--- config.mk ---
export PLATFORM = sky130hd
export DESIGN_NAME = serial_frame_stager_flat
export DESIGN_NICKNAME = d
export VERILOG_FILES = /design/src/rtl/serial_frame_stager_if.sv /design/src/rtl/serial_frame_stager.sv /design/src/flat_wrapper.sv
export SDC_FILE = /design/constraint.sdc
export NUM_CORES = 1
export LEC_CHECK = 0
export BUFFER_PORTS_ARGS = -buffer_cell sky130_fd_sc_hd__buf_2
export CORE_ASPECT_RATIO = 1.75
export CORE_UTILIZATION = 35
export DETAILED_ROUTE_END_ITERATION = 8
export HOLD_SLACK_MARGIN = 0.1
export PLACE_DENSITY = 0.64
export SYNTH_ARGS = -nofsm -noshare
export SYNTH_HDL_FRONTEND = slang
export SYNTH_SLANG_ARGS = --single-unit
--- constraint.sdc ---
create_clock -name clk -period 2.7 [get_ports clk]
set_clock_uncertainty 0.05 [all_clocks]
set_input_delay 0.54 -clock clk [delete_from_list [all_inputs] [get_ports clk]]
set_output_delay 0.54 -clock clk [all_outputs]
set_load 0.03 [all_outputs]
--- src/rtl/serial_frame_stager_if.sv ---
`default_nettype none
// ============================================================================
// Module   : serial_frame_stager_if
// Summary  : Word-side handshakes and link-side frame buses of the stager
// Revision : 1.0  initial release
// ============================================================================
interface serial_frame_stager_if #(
  parameter int DATA_WIDTH = 171,
  parameter int WORD_WIDTH = 32,
  parameter int CNT_WIDTH  = 8
);
  logic [WORD_WIDTH-1:0] tx_word;
  logic                  tx_valid;
  logic                  tx_ready;
  logic [WORD_WIDTH-1:0] rx_word;
  logic                  rx_valid;
  logic                  rx_ready;
  logic [DATA_WIDTH-1:0] link_parallel_in;
  logic [DATA_WIDTH-1:0] link_parallel_out;
  logic                  link_cs;
  logic [CNT_WIDTH-1:0]  tx_underrun_cnt;
  logic [CNT_WIDTH-1:0]  rx_overflow_cnt;

  // master: the stager itself; slave: word producer/consumer plus link engine
  modport master (
    input  tx_word, tx_valid, rx_ready, link_parallel_out, link_cs,
    output tx_ready, rx_word, rx_valid, link_parallel_in,
           tx_underrun_cnt, rx_overflow_cnt
  );

  modport slave (
    output tx_word, tx_valid, rx_ready, link_parallel_out, link_cs,
    input  tx_ready, rx_word, rx_valid, link_parallel_in,
           tx_underrun_cnt, rx_overflow_cnt
  );
endinterface
`default_nettype wire

--- src/rtl/serial_frame_stager.sv ---
`default_nettype none
// ============================================================================
// Module   : serial_frame_stager
// Summary  : Packs tx words into link frames, unpacks received frames to words
// Revision : 1.0  initial release
// ============================================================================
module serial_frame_stager #(
  parameter int                    DATA_WIDTH   = 171,
  parameter int                    WORD_WIDTH   = 32,
  parameter logic [DATA_WIDTH-1:0] IDLE_PATTERN = '0,
  parameter int                    CNT_WIDTH    = 8
) (
  input  logic                  clk,
  input  logic                  rst_n,
  serial_frame_stager_if.master bus
);
  localparam int c_WPF    = (DATA_WIDTH + WORD_WIDTH - 1) / WORD_WIDTH;
  localparam int c_FLAT_W = c_WPF * WORD_WIDTH;
  localparam int c_PAD    = c_FLAT_W - DATA_WIDTH;
  localparam int c_IDX_W  = (c_WPF > 1) ? $clog2(c_WPF) : 1;
  localparam logic [c_IDX_W-1:0]   c_LAST    = c_IDX_W'(c_WPF - 1);
  localparam logic [CNT_WIDTH-1:0] c_CNT_MAX = '1;

  typedef enum logic [0:0] {TX_FILL = 1'b0, TX_FULL = 1'b1} tx_state_t;
  typedef enum logic [0:0] {RX_IDLE = 1'b0, RX_SEND = 1'b1} rx_state_t;

  tx_state_t             r_tx_state;
  logic [c_IDX_W-1:0]    r_count;
  logic [WORD_WIDTH-1:0] r_tx_words [c_WPF];
  logic [DATA_WIDTH-1:0] r_link_in;
  logic [CNT_WIDTH-1:0]  r_underrun;

  rx_state_t             r_rx_state;
  logic [c_IDX_W-1:0]    r_idx;
  logic [WORD_WIDTH-1:0] r_rx_buf [c_WPF];
  logic [WORD_WIDTH-1:0] r_rx_word;
  logic                  r_rx_valid;
  logic [CNT_WIDTH-1:0]  r_overflow;

  logic                  r_cs_q;

  wire  [c_FLAT_W-1:0]   w_tx_flat;
  wire  [WORD_WIDTH-1:0] w_rx_words [c_WPF];
  logic [c_FLAT_W-1:0]   w_rx_flat;
  logic [DATA_WIDTH-1:0] w_tx_frame;
  logic                  w_bnd;
  logic                  w_tx_fire;
  logic                  w_rx_hs;
  logic                  w_rx_last;
  logic                  w_rx_capture;
  logic [c_IDX_W-1:0]    w_idx_nxt;

  // Frames are handled as WPF whole words; the last word's low pad bits fall off the bottom.
  assign w_rx_flat  = c_FLAT_W'(bus.link_parallel_out) << c_PAD;
  assign w_tx_frame = w_tx_flat[c_FLAT_W-1 -: DATA_WIDTH];

  generate
    for (genvar k = 0; k < c_WPF; k++) begin : g_word
      assign w_tx_flat[c_FLAT_W-1-k*WORD_WIDTH -: WORD_WIDTH] = r_tx_words[k];
      assign w_rx_words[k] = w_rx_flat[c_FLAT_W-1-k*WORD_WIDTH -: WORD_WIDTH];
    end
    if (c_PAD > 0) begin : g_pad
      logic w_unused_pad;
      assign w_unused_pad = ^w_tx_flat[c_PAD-1:0];
    end
  endgenerate

  assign w_bnd        = bus.link_cs & ~r_cs_q;
  assign w_tx_fire    = bus.tx_valid & (r_tx_state == TX_FILL);
  assign w_rx_hs      = r_rx_valid & bus.rx_ready;
  assign w_rx_last    = w_rx_hs & (r_idx == c_LAST);
  assign w_rx_capture = w_bnd & ((r_rx_state == RX_IDLE) | w_rx_last);
  assign w_idx_nxt    = r_idx + c_IDX_W'(1);

  // Reset value 1 keeps the link's post-reset chip-select high from looking like a frame end.
  always_ff @(posedge clk or negedge rst_n) begin
    if (!rst_n) r_cs_q <= 1'b1;
    else        r_cs_q <= bus.link_cs;
  end

  always_ff @(posedge clk or negedge rst_n) begin
    if (!rst_n) begin
      r_tx_state <= TX_FILL;
      r_count    <= '0;
      for (int k = 0; k < c_WPF; k++) r_tx_words[k] <= '0;
      r_link_in  <= IDLE_PATTERN;
      r_underrun <= '0;
    end else begin
      if (w_tx_fire) begin
        r_tx_words[r_count] <= bus.tx_word;
        if (r_count == c_LAST) r_tx_state <= TX_FULL;
        else                   r_count    <= r_count + c_IDX_W'(1);
      end
      // A boundary only swaps a frame that was already FULL before this cycle.
      if (w_bnd) begin
        if (r_tx_state == TX_FULL) begin
          r_link_in  <= w_tx_frame;
          r_count    <= '0;
          r_tx_state <= TX_FILL;
        end else begin
          r_link_in <= IDLE_PATTERN;
          if (r_underrun != c_CNT_MAX) r_underrun <= r_underrun + CNT_WIDTH'(1);
        end
      end
    end
  end

  always_ff @(posedge clk or negedge rst_n) begin
    if (!rst_n) begin
      r_rx_state <= RX_IDLE;
      r_idx      <= '0;
      for (int k = 0; k < c_WPF; k++) r_rx_buf[k] <= '0;
      r_rx_word  <= '0;
      r_rx_valid <= 1'b0;
      r_overflow <= '0;
    end else if (w_rx_capture) begin
      for (int k = 0; k < c_WPF; k++) r_rx_buf[k] <= w_rx_words[k];
      r_idx      <= '0;
      r_rx_word  <= w_rx_words[0];
      r_rx_valid <= 1'b1;
      r_rx_state <= RX_SEND;
    end else if (r_rx_state == RX_SEND) begin
      if (w_bnd && (r_overflow != c_CNT_MAX)) r_overflow <= r_overflow + CNT_WIDTH'(1);
      if (w_rx_hs) begin
        if (r_idx == c_LAST) begin
          r_rx_state <= RX_IDLE;
          r_rx_valid <= 1'b0;
        end else begin
          r_idx     <= w_idx_nxt;
          r_rx_word <= r_rx_buf[w_idx_nxt];
        end
      end
    end
  end

  assign bus.tx_ready         = (r_tx_state == TX_FILL);
  assign bus.link_parallel_in = r_link_in;
  assign bus.tx_underrun_cnt  = r_underrun;
  assign bus.rx_word          = r_rx_word;
  assign bus.rx_valid         = r_rx_valid;
  assign bus.rx_overflow_cnt  = r_overflow;

endmodule
`default_nettype wire
--- src/flat_wrapper.sv ---
// flat-port wrapper written by rule: the top's interface ports become plain ports
module serial_frame_stager_flat 
#(
  parameter int                    DATA_WIDTH   = 171,
  parameter int                    WORD_WIDTH   = 32,
  parameter logic [DATA_WIDTH-1:0] IDLE_PATTERN = '0,
  parameter int                    CNT_WIDTH    = 8
)
  (clk, rst_n, bus_tx_word, bus_tx_valid, bus_rx_ready, bus_link_parallel_out, bus_link_cs, bus_tx_ready, bus_rx_word, bus_rx_valid, bus_link_parallel_in, bus_tx_underrun_cnt, bus_rx_overflow_cnt);
  serial_frame_stager_if #(.DATA_WIDTH(DATA_WIDTH), .WORD_WIDTH(WORD_WIDTH), .CNT_WIDTH(CNT_WIDTH)) bus_i ();
  input  logic clk;
  input  logic rst_n;
  input wire logic [$bits(bus_i.tx_word)-1:0] bus_tx_word;
  input wire logic [$bits(bus_i.tx_valid)-1:0] bus_tx_valid;
  input wire logic [$bits(bus_i.rx_ready)-1:0] bus_rx_ready;
  input wire logic [$bits(bus_i.link_parallel_out)-1:0] bus_link_parallel_out;
  input wire logic [$bits(bus_i.link_cs)-1:0] bus_link_cs;
  output wire logic [$bits(bus_i.tx_ready)-1:0] bus_tx_ready;
  output wire logic [$bits(bus_i.rx_word)-1:0] bus_rx_word;
  output wire logic [$bits(bus_i.rx_valid)-1:0] bus_rx_valid;
  output wire logic [$bits(bus_i.link_parallel_in)-1:0] bus_link_parallel_in;
  output wire logic [$bits(bus_i.tx_underrun_cnt)-1:0] bus_tx_underrun_cnt;
  output wire logic [$bits(bus_i.rx_overflow_cnt)-1:0] bus_rx_overflow_cnt;
  assign bus_i.tx_word = bus_tx_word;
  assign bus_i.tx_valid = bus_tx_valid;
  assign bus_i.rx_ready = bus_rx_ready;
  assign bus_i.link_parallel_out = bus_link_parallel_out;
  assign bus_i.link_cs = bus_link_cs;
  assign bus_tx_ready = bus_i.tx_ready;
  assign bus_rx_word = bus_i.rx_word;
  assign bus_rx_valid = bus_i.rx_valid;
  assign bus_link_parallel_in = bus_i.link_parallel_in;
  assign bus_tx_underrun_cnt = bus_i.tx_underrun_cnt;
  assign bus_rx_overflow_cnt = bus_i.rx_overflow_cnt;
  serial_frame_stager #(.DATA_WIDTH(DATA_WIDTH), .WORD_WIDTH(WORD_WIDTH), .IDLE_PATTERN(IDLE_PATTERN), .CNT_WIDTH(CNT_WIDTH)) u_core (.clk(clk), .rst_n(rst_n), .bus(bus_i));
endmodule
* Yosys cells after proc, flatten, opt, wreduce, memory -nomap -nowiden
Index checks and enable logic that the tools add are counted.
** Operators by class
- Equality and inequality tests :: 5
- Order comparisons :: 3
- Multiplexer cells :: 31
- Add/subtract/negate cells :: 4
- Reduce and logical (&&, ||, !) cells :: 9
- Bitwise gates (word level) :: 12
** Operators with widths (count)
- $mux W32 :: 7
- $bwmux W192 :: 1
- $mux W171 :: 1
- $bmux W32 S3 :: 1
- $demux W32 S3 :: 1
- $mux W3 :: 8
- $add A8 B1 Y8 const B :: 2
- $ne A8 B8 Y1 const B :: 2
- $mux W1 :: 12
- $reduce_and A3 Y1 :: 4
- $ge A4 B4 Y1 const B :: 2
- $not A3 Y4 :: 2
- $add A3 B1 Y3 const B :: 2
- $eq A3 B3 Y1 const B :: 2
- $reduce_bool A2 Y1 :: 3
- $and A1 B1 Y1 :: 5
- $lt A4 B1 Y1 const B :: 1
- $not A1 Y1 :: 4
- $logic_and A1 B1 Y1 :: 2
- $ne A2 B1 Y1 const B :: 1
- $or A1 B1 Y1 :: 1
** Storage, ports and cells
- Output and inout port bits :: 221
- Input port bits :: 208
- Logic and storage cells :: 86
- Register bits :: 592

* Longest topological paths before layout
Gate-level depths: netlist (run 1).
- Word-level depth :: 9
- Mapped depth :: 9

* Least setup slack after synthesis (run 1)
OpenSTA, ideal clock, no wires.
- Kind :: flip-flop to flip-flop
- From :: reg u_core.r_idx[0]
- To :: reg u_core.r_rx_word[21], in the netlist u_core.bus.rx_word[21]
- Cell stages (with the launch flop) :: 7
- Required time :: 2.524 ns
- Path buffers :: 2
- Arrival :: 1.963 ns
- Period minus slack after synthesis :: 2.139 ns
- Path slack :: 0.561 ns
- Cell sequence :: dfrtp_1 > ha_1 > buf_2 > clkbuf_1 > mux4_2 > nor2b_1 > o32a_1
** Between the ends
- Cells in the longest elaborated chain, start to end :: 9
- Elaborated cells between the ends (all ways) :: 17
- Those cells by class :: add/sub (1); eq/ne (2); mux (7); bitwise (4); reduce/logical (3)
** Ends and longest elaborated chain
- start: declaration :: RTL line serial_frame_stager.sv:34 : logic [c_IDX_W-1:0] r_idx;
- start signal: assignment :: RTL line serial_frame_stager.sv:129 : r_idx <= w_idx_nxt;
- $add A3 B1 Y3 :: RTL line serial_frame_stager.sv:73 : assign w_idx_nxt = r_idx + c_IDX_W'(1);
- $not A3 Y4 (not written as such) :: RTL line serial_frame_stager.sv:130 : r_rx_word <= r_rx_buf[w_idx_nxt];
- $bmux W32 S3 :: RTL line serial_frame_stager.sv:130
- $mux W32 (not written as such) (2 in a row) :: RTL line serial_frame_stager.sv:130
- $mux W32 :: RTL line serial_frame_stager.sv:125 : if (r_idx == c_LAST) begin
- $mux W32 :: RTL line serial_frame_stager.sv:124 : if (w_rx_hs) begin
- $mux W32 :: RTL line serial_frame_stager.sv:122 : end else if (r_rx_state == RX_SEND) begin
- $mux W32 :: RTL line serial_frame_stager.sv:116 : end else if (w_rx_capture) begin
- end signal: assignment :: RTL line serial_frame_stager.sv:119 : r_rx_word <= w_rx_words[0];
- end signal: assignment :: RTL line serial_frame_stager.sv:130
- end: declaration :: RTL line serial_frame_stager.sv:36 : logic [WORD_WIDTH-1:0] r_rx_word;
Parallel ways exist; a longest one is shown, timed or not. The select of a mux whose other input is x is not followed.
A chain may end at the register's enable or synchronous reset.

* Worst setup path after layout (run 1)
Same ends and word-level chain as after synthesis.

==> key figures, run 1 <==
Status
  • Outcome: completed

Setup path
  • R2R setup slack: 0.12 ns
  • R2R Path End: u_core.bus.rx_word[21]$_DFFE_PN0P_
  • Critical path class: flip-flop to flip-flop
  • Crit. End Element: flip-flop
  • CP delay by family, top: compound AO/OA/AOI/OAI gates
  • Crit path largest cell delay: 0.78 ns
  • Worst r2r path cells: 5
  • CP max FO: 30
  • Crit-path slowest cell: a311o_2
  • CP Data Arrival Time: 3.03 ns
  • Crit path buffers/inverters: 0
  • Crit path cell chain: ha_1 > xor2_1 > a311o_2 > nor2b_1 > o32a_1
  • Worst path required time: 3.15 ns
  • R2r startpoint: u_core.r_idx[0]$_DFFE_PN0P_
  • CP startpoint kind: flip-flop

Clock tree
  • Htree depth: 2
  • Root buf cell: clkbuf_16
  • CTS Sinks: 571
  • CTS tree: built
  • Worst-path clk slew: 0.06 ns
  • Clk_lat worst skew: 0.62 ns
  • Clock buffer depth: 3
  • Setup bufs post-CTS: 0
  • Clock buffer count from CTS: 54

Logic synthesis
  • Ranking of synthesized cells by area: dfrtp_1 (61%), nand2_1 (14%), mux2_2 (7.1%), nand3_1 (3.8%), mux4_2 (3.1%)
  • Main synth FF type: dfrtp_1
  • Syn Inst Count: 2,231
  • Yosys warning total: 0
  • Sequential area share after synthesis: 60.69%
  • Post-synth EDFFs: 0
  • Library cells used by synthesis: 47
  • Avg Inst Size Synth: 10.55 um2
  • Cell with the most instances after synthesis: nand2_1
  • Share of the synthesized area in the top cell type: 60.58%
  • Cell area after synthesis: 23,550 um2
  • Register bit total from synthesis: 571
  • Syn nets: 2,445
  • Ys async rst share: 100.0%
  • Synth area leader: dfrtp_1
  • Synth top cells by count: nand2_1 (877), dfrtp_1 (570), nand3_1 (180)

Cells and area
  • Layout Cells excl Fill: 3,709
  • Synth-to-layout area growth: 28.67%
  • Share of post-route cells with drive strength above 1: 27.06%
  • Fin area: 30,300 um2
  • Layout Nets: 2,993
  • Fin util: 45.58%

Detailed routing
  • Vias after detailed routing: 18,530
  • Total Wirelength: 73.05 mm
  • Pre-antenna DRT Iters: 5
  • DRT antenna net count: 0
  • Wire per inst: 19.69 um
  • Starting DRT DRC Count: 824
  • Via density: 4.996
  • DRC Markers: 0

GRT
  • GR Util met2: 38.48%
  • Global Route met3 Usage: 4.755%
  • Tot GR Track Use: 21.46%
  • Congestion Overflow GR: 0
  • GRT busiest layer: met2
  • Largest net degree at the start of global routing: 177
  • Met1 Track Usage GR: 24.06%
  • Initial antenna violation count: 7
  • Vias in the first global route: 19,770
  • First-pass GRT wire length: 113.2 mm

Floorplanning
  • Die width: 198.1 um
  • Die area: 68,360 um2
  • I/O Pins: 429
  • Die Ht: 345.1 um
  • Core area: 66,470 um2
  • FP Rows: 125
  • Initial core utilization: 35.42%

Placement
  • Worst slack, placed: 0.1651 ns
  • Placed cell count: 3,450
  • DP HPWL: 49.07 mm
  • Placed cell areas: 26,840 um2
  • Port bufs: 428
  • Gpl congestion: 0.8425

STA
  • Slew margin rel.: 31.56%
  • Setup TNS: 0 ns
  • Setup violators final: 0
  • Hold Slack: 0.1390 ns
  • Fin. Hold Viols: 0
  • Min Tclk post-route: 2.576 ns
  • FMAX: 0.3882 GHz
  • Post-layout worst setup margin: 0.1238 ns
  • RSZ-0062 raised after global routing: no
  • Slew @ Worst Pin: 1.027 ns
  • Final period util: 95.41%
  • Slew Limit Fails: 0

Pwr
  • Max IR drop VDD: 0.0006130 V
  • Leakage: 15.56 nW
  • Tot Pwr: 27.54 mW
  • Cell Pwr Density: 909.1 nW/um2

Worst hold path
  • WHS Path Cells: 3
  • Worst Hold Class: input pin to flip-flop
  • Hold path start: bus_link_parallel_out[40]
  • Hold worst-path end: u_core.r_rx_buf[61]$_DFFE_PN0P_

Flow run
  • Maximum capacitance violations: 0
## metal layers
metal / wire (um) / vias to the layer above
met3: 4953 / 125
met1: 27400 / 9334
met5: 27 / -
li1: - / 8435
met4: 2950 / 4
met2: 37720 / 633
## flip-flops by register name (all words and copies together) (netlist names)
register,count
u_core.r_rx_buf,171
u_core.r_tx_state,1
u_core.r_count,3
u_core.r_tx_words,171
u_core.r_cs_q,1
u_core.bus.rx_word,32
u_core.bus.tx_underrun_cnt,8
u_core.bus.rx_valid,1
u_core.bus.rx_overflow_cnt,8
u_core.r_idx,3
u_core.r_rx_state,1
u_core.bus.link_parallel_in,171
## what timing repair did
action / in CTS / in global routing
endpoints found under the hold margin: 203 / 0
gates resized for setup: 0 / 0
setup endpoints to repair: 0 / 0
hold buffers: 162 / 0
## worst reg2reg max path, cell delays in order (launching register included)
cell	delay (ns)
dfrtp_4	0.50
ha_1	0.29
xor2_1	0.33
a311o_2	0.78
nor2b_1	0.16
o32a_1	0.36
## logic make-up (layout without fill, tap and decap cells)
| group | Yosys count | after routing | share of synthesized area (%) |
|---|---|---|---|
| mux | 218 | 218 | 11.89 |
| fa+ha+maj | 6 | 6 | 0.3188 |
| buf+inv | 152 | 737 | 2.891 |
| compound gates | 85 | 85 | 2.673 |
| simple gates | 1183 | 1183 | 20.95 |
| other cells | 0 | 4 | 0 |
| flops | 571 | 571 | 60.69 |
| xor+xnor | 16 | 16 | 0.5952 |
## layout by cell type, fill, tap and decap left out, types with 3 or more instances in the layout
cell           synthesis  final
clkbuf_8               0      7
nor2b_1               31     30
nor2_1                37     36
bufinv_16              0      7
clkbuf_1              86      8
o21ai_0               38     38
nand2_1              877    876
o32a_1                30     30
xor2_1                14     14
clkbuf_16              0     55
nor4_1                 3      3
mux2i_1               13     13
ha_1                   6      5
diode_2                0      4
nand2b_1               4      3
nand4_1                5      5
dfrtp_1              570    568
buf_12                 1     20
nor3b_1               22     22
buf_2                 45    427
clkinv_2               0     11
nand3_1              180    180
nor3_1                14     14
buf_4                  6     30
inv_1                  4      4
mux2_2               149    149
dlygate4sd3_1          0    162
mux4_2                32     32
mux2_1                24     24
and3_1                 3      3
## power by group
group	internal [mW]	switching [mW]	total [mW]
combinational	2.87	4.41	7.28
sequential	10.8	1.41	12.3
clock	4.59	3.42	8.01
total	18.3	9.24	27.5
## layout make-up
class / count / area (um2)
Antenna cell: 4 / 10.01
Clock buffer: 70 / 1503
Clock inverter: 23 / 319.1
Fill cell: 6189 / 36170
Inverter: 4 / 15.01
Multi-Input combinational cell: 1508 / 8641
Sequential cell: 571 / 14300
Tap cell: 889 / 1112
Timing Repair Buffer: 640 / 4399
## worst max-delay path by stage
stage                                start                                 end  slack [ns]  depth (start not counted)
2_1_floorplan  u_core.r_idx[0]$_DFFE_PN0P_  u_core.bus.rx_word[21]$_DFFE_PN0P_        0.56                          6
3_3_place_gp   u_core.r_idx[0]$_DFFE_PN0P_  u_core.bus.rx_word[22]$_DFFE_PN0P_        0.26                          5
3_5_place_dp   u_core.r_idx[0]$_DFFE_PN0P_  u_core.bus.rx_word[21]$_DFFE_PN0P_        0.17                          5
4_1_cts        u_core.r_idx[0]$_DFFE_PN0P_  u_core.bus.rx_word[21]$_DFFE_PN0P_        0.16                          5
5_1_grt        u_core.r_idx[0]$_DFFE_PN0P_  u_core.bus.rx_word[27]$_DFFE_PN0P_        0.03                          5
6_report       u_core.r_idx[0]$_DFFE_PN0P_  u_core.bus.rx_word[21]$_DFFE_PN0P_        0.12                          5
No activity file was read; power rests on OpenSTA's default activity.
==> run 2, diff against run 1 <==
Settings changed: CTS_BUF_LIST from default to sky130_fd_sc_hd__clkbuf_8.
==> run 2 against run 1 <==
Against the previous run: final cell count is 2.9% higher; sequential power about the same; maximum frequency decreased by 1.3%; critical endpoint is now u_core.bus.rx_word[6]$_DFFE_PN0P_; clock-buffer cell count increased by 43; hold slack improved by 0.038 ns; clock power decreased by 3.1%; sequential cell count stayed put; setup slack got worse by 0.034 ns; non-clock buffer count grew 40; highest routed layer unchanged; design area rose by 1.6%; global-route usage grew 0.44 points; total power shrank 0.74%.
==> key figures, run 2 (synthesized netlist as in run 1, its figures left out) <==
Status
  • Outcome: completed

Setup path
  • R2R setup slack: 0.09 ns
  • Crit. End Element: flip-flop
  • Worst path required time: 3.22 ns
  • CP Data Arrival Time: 3.13 ns
  • Crit path launch: u_core.r_idx[0]$_DFFE_PN0P_
  • Critical path capture point: u_core.bus.rx_word[6]$_DFFE_PN0P_
  • CP startpoint kind: flip-flop
  • R2R Path End: u_core.bus.rx_word[6]$_DFFE_PN0P_
  • R2r startpoint: u_core.r_idx[0]$_DFFE_PN0P_
  • CP max FO: 30
  • Critical path class: flip-flop to flip-flop
  • Worst r2r path cells: 5

Cells and area
  • Commonest non-fill, non-tap cell in the layout: nand2_1
  • Layout Nets: 3,066
  • Storage cell area: 14,300 um2
  • Commonest non-fill, non-tap cells in the layout: nand2_1 (876), dfrtp_1 (568), buf_2 (427), dlygate4sd3_1 (202), nand3_1 (180)
  • Layout Cells excl Fill: 3,815
  • Fillers: 6,169
  • Synth-to-layout area growth: 30.71%
  • Fin util: 46.30%
  • Fin area: 30,780 um2
  • Multi-input gate area: 8641 um2
  • Share of post-route cells with drive strength above 1: 27.76%

Placement
  • DP HPWL: 49.07 mm
  • Placed cell areas: 26,840 um2
  • Gpl congestion: 0.8425
  • Placed cell count: 3,450
  • Port bufs: 428
  • Worst slack, placed: 0.1651 ns

STA
  • Slew @ Worst Pin: 1.096 ns
  • Slew margin rel.: 26.93%
  • Slew Limit Fails: 0
  • Setup violators final: 0
  • Fin. Hold Viols: 0
  • Min Tclk post-route: 2.610 ns
  • RSZ-0062 raised after global routing: no
  • Post-layout worst setup margin: 0.08992 ns
  • Setup TNS: 0 ns
  • Final period util: 96.67%
  • FMAX: 0.3831 GHz

Detailed routing
  • DRC Markers: 0
  • Total Wirelength: 74.12 mm
  • Starting DRT DRC Count: 864
  • DRT antenna net count: 0
  • Wire per inst: 19.43 um
  • Via density: 4.950
  • Pre-antenna DRT Iters: 5
  • Vias after detailed routing: 18,880

GRT
  • Tot GR Track Use: 21.89%
  • Initial antenna violation count: 8
  • Congestion Overflow GR: 0
  • First-pass GRT wire length: 115.0 mm
  • Largest net degree at the start of global routing: 177
  • Vias in the first global route: 20,370

Clock tree
  • Root buf cell: clkbuf_8
  • CTS Sinks: 571
  • Worst-path clk slew: 0.07 ns
  • Clock buffer depth: 3
  • Clk_lat worst skew: 0.70 ns
  • Clock buffer count from CTS: 87
  • CTS tree: built
  • Setup bufs post-CTS: 0
  • Htree depth: 3

Floorplanning
  • Core area: 66,470 um2
  • Initial core utilization: 35.42%
  • FP Rows: 125
  • Die Ht: 345.1 um
  • Die area: 68,360 um2
  • I/O Pins: 429
  • Die width: 198.1 um

Pwr
  • Max IR drop VDD: 0.0006643 V
  • Cell Pwr Density: 888.3 nW/um2
  • Leakage: 15.89 nW

Flow run
  • Maximum capacitance violations: 0

Worst hold path
  • Worst Hold Class: input pin to flip-flop
==> run 2: cell count changes in the layout (fill, tap and decap cells not counted), sizes merged <==
cell | before | now
dlygate4sd3 | 162 | 202
bufinv | 7 | 4
inv | 7 | 29
clkbuf | 70 | 113
clkinv | 12 | 14
diode | 4 | 5
clkinvlp | 1 | 2
==> run 2: power breakdown <==
part / internal, mW / total [mW] / switching (mW)
sequential: 10.8 / 12.3 / 1.41
clock: 4.17 / 7.76 / 3.59
combinational: 2.91 / 7.32 / 4.41
total: 17.9 / 27.3 / 9.42
==> run 2: final cells by class <==
type / instances / area share [%]
Inverter: 4 / 0.04878
Multi-Input combinational cell: 1508 / 28.07
Clock buffer: 113 / 5.053
Timing Repair Buffer: 680 / 15.59
Tap cell: 889 / 3.614
Sequential cell: 571 / 46.45
Antenna cell: 5 / 0.04065
Clock inverter: 45 / 1.122
==> run 2: worst min-delay path by stage <==
stage / start / end / slack, ns / cells past startpoint
after floorplan: rst_n / u_core.bus.link_parallel_in[0]$_DFFE_PN0N_ / 0.19 / 0
after global routing: bus_tx_word[26] / u_core.r_tx_words[58]$_DFFE_PN0P_ / 0.13 / 2
final: bus_tx_word[27] / u_core.r_tx_words[59]$_DFFE_PN0P_ / 0.18 / 2
after global placement: u_core.bus.link_parallel_in[126]$_DFFE_PN0N_ / u_core.bus.link_parallel_in[126]$_DFFE_PN0N_ / 0.40 / 2
after CTS: bus_tx_word[27] / u_core.r_tx_words[59]$_DFFE_PN0P_ / 0.11 / 2
after detailed placement: u_core.bus.link_parallel_in[133]$_DFFE_PN0N_ / u_core.bus.link_parallel_in[133]$_DFFE_PN0N_ / 0.40 / 2
==> run 2: metrics by stage <==
stage	power, mW	hold WS (ns)
6_report	27.34	0.1771
5_1_grt	28.76	0.1313
4_1_cts	27.64	0.1099
3_5_place_dp	19.54	0.4001
3_3_place_gp	19.23	0.3982
2_1_floorplan	16.81	0.1944
==> run 2: worst max-delay path, cell delays in order (launching register included) <==
cell	delay (ns)
dfrtp_4	0.50
ha_1	0.30
xor2_1	0.33
a311o_2	0.80
nor2b_1	0.12
o32a_1	0.38
==> run 2: repair_timing <==
item                       in CTS  in global routing
hold buffers                  202                  0
resized for setup               0                  0
hold endpoints to repair      348                  0
setup endpoints to repair       0                  0
==> run 2: metal layers <==
| layer | wire (um) | track usage, % | vias up | part of all wire [%] |
|---|---|---|---|---|
| met2 | 38190 | 38.81 | 641 | 52 |
| met1 | 27680 | 24.04 | 9482 | 37 |
| met5 | 41 | 0 | - | 0.055 |
| li1 | - | - | 8609 | - |
| met3 | 5197 | 5.693 | 146 | 7.0 |
| met4 | 3013 | 10.38 | 6 | 4.1 |
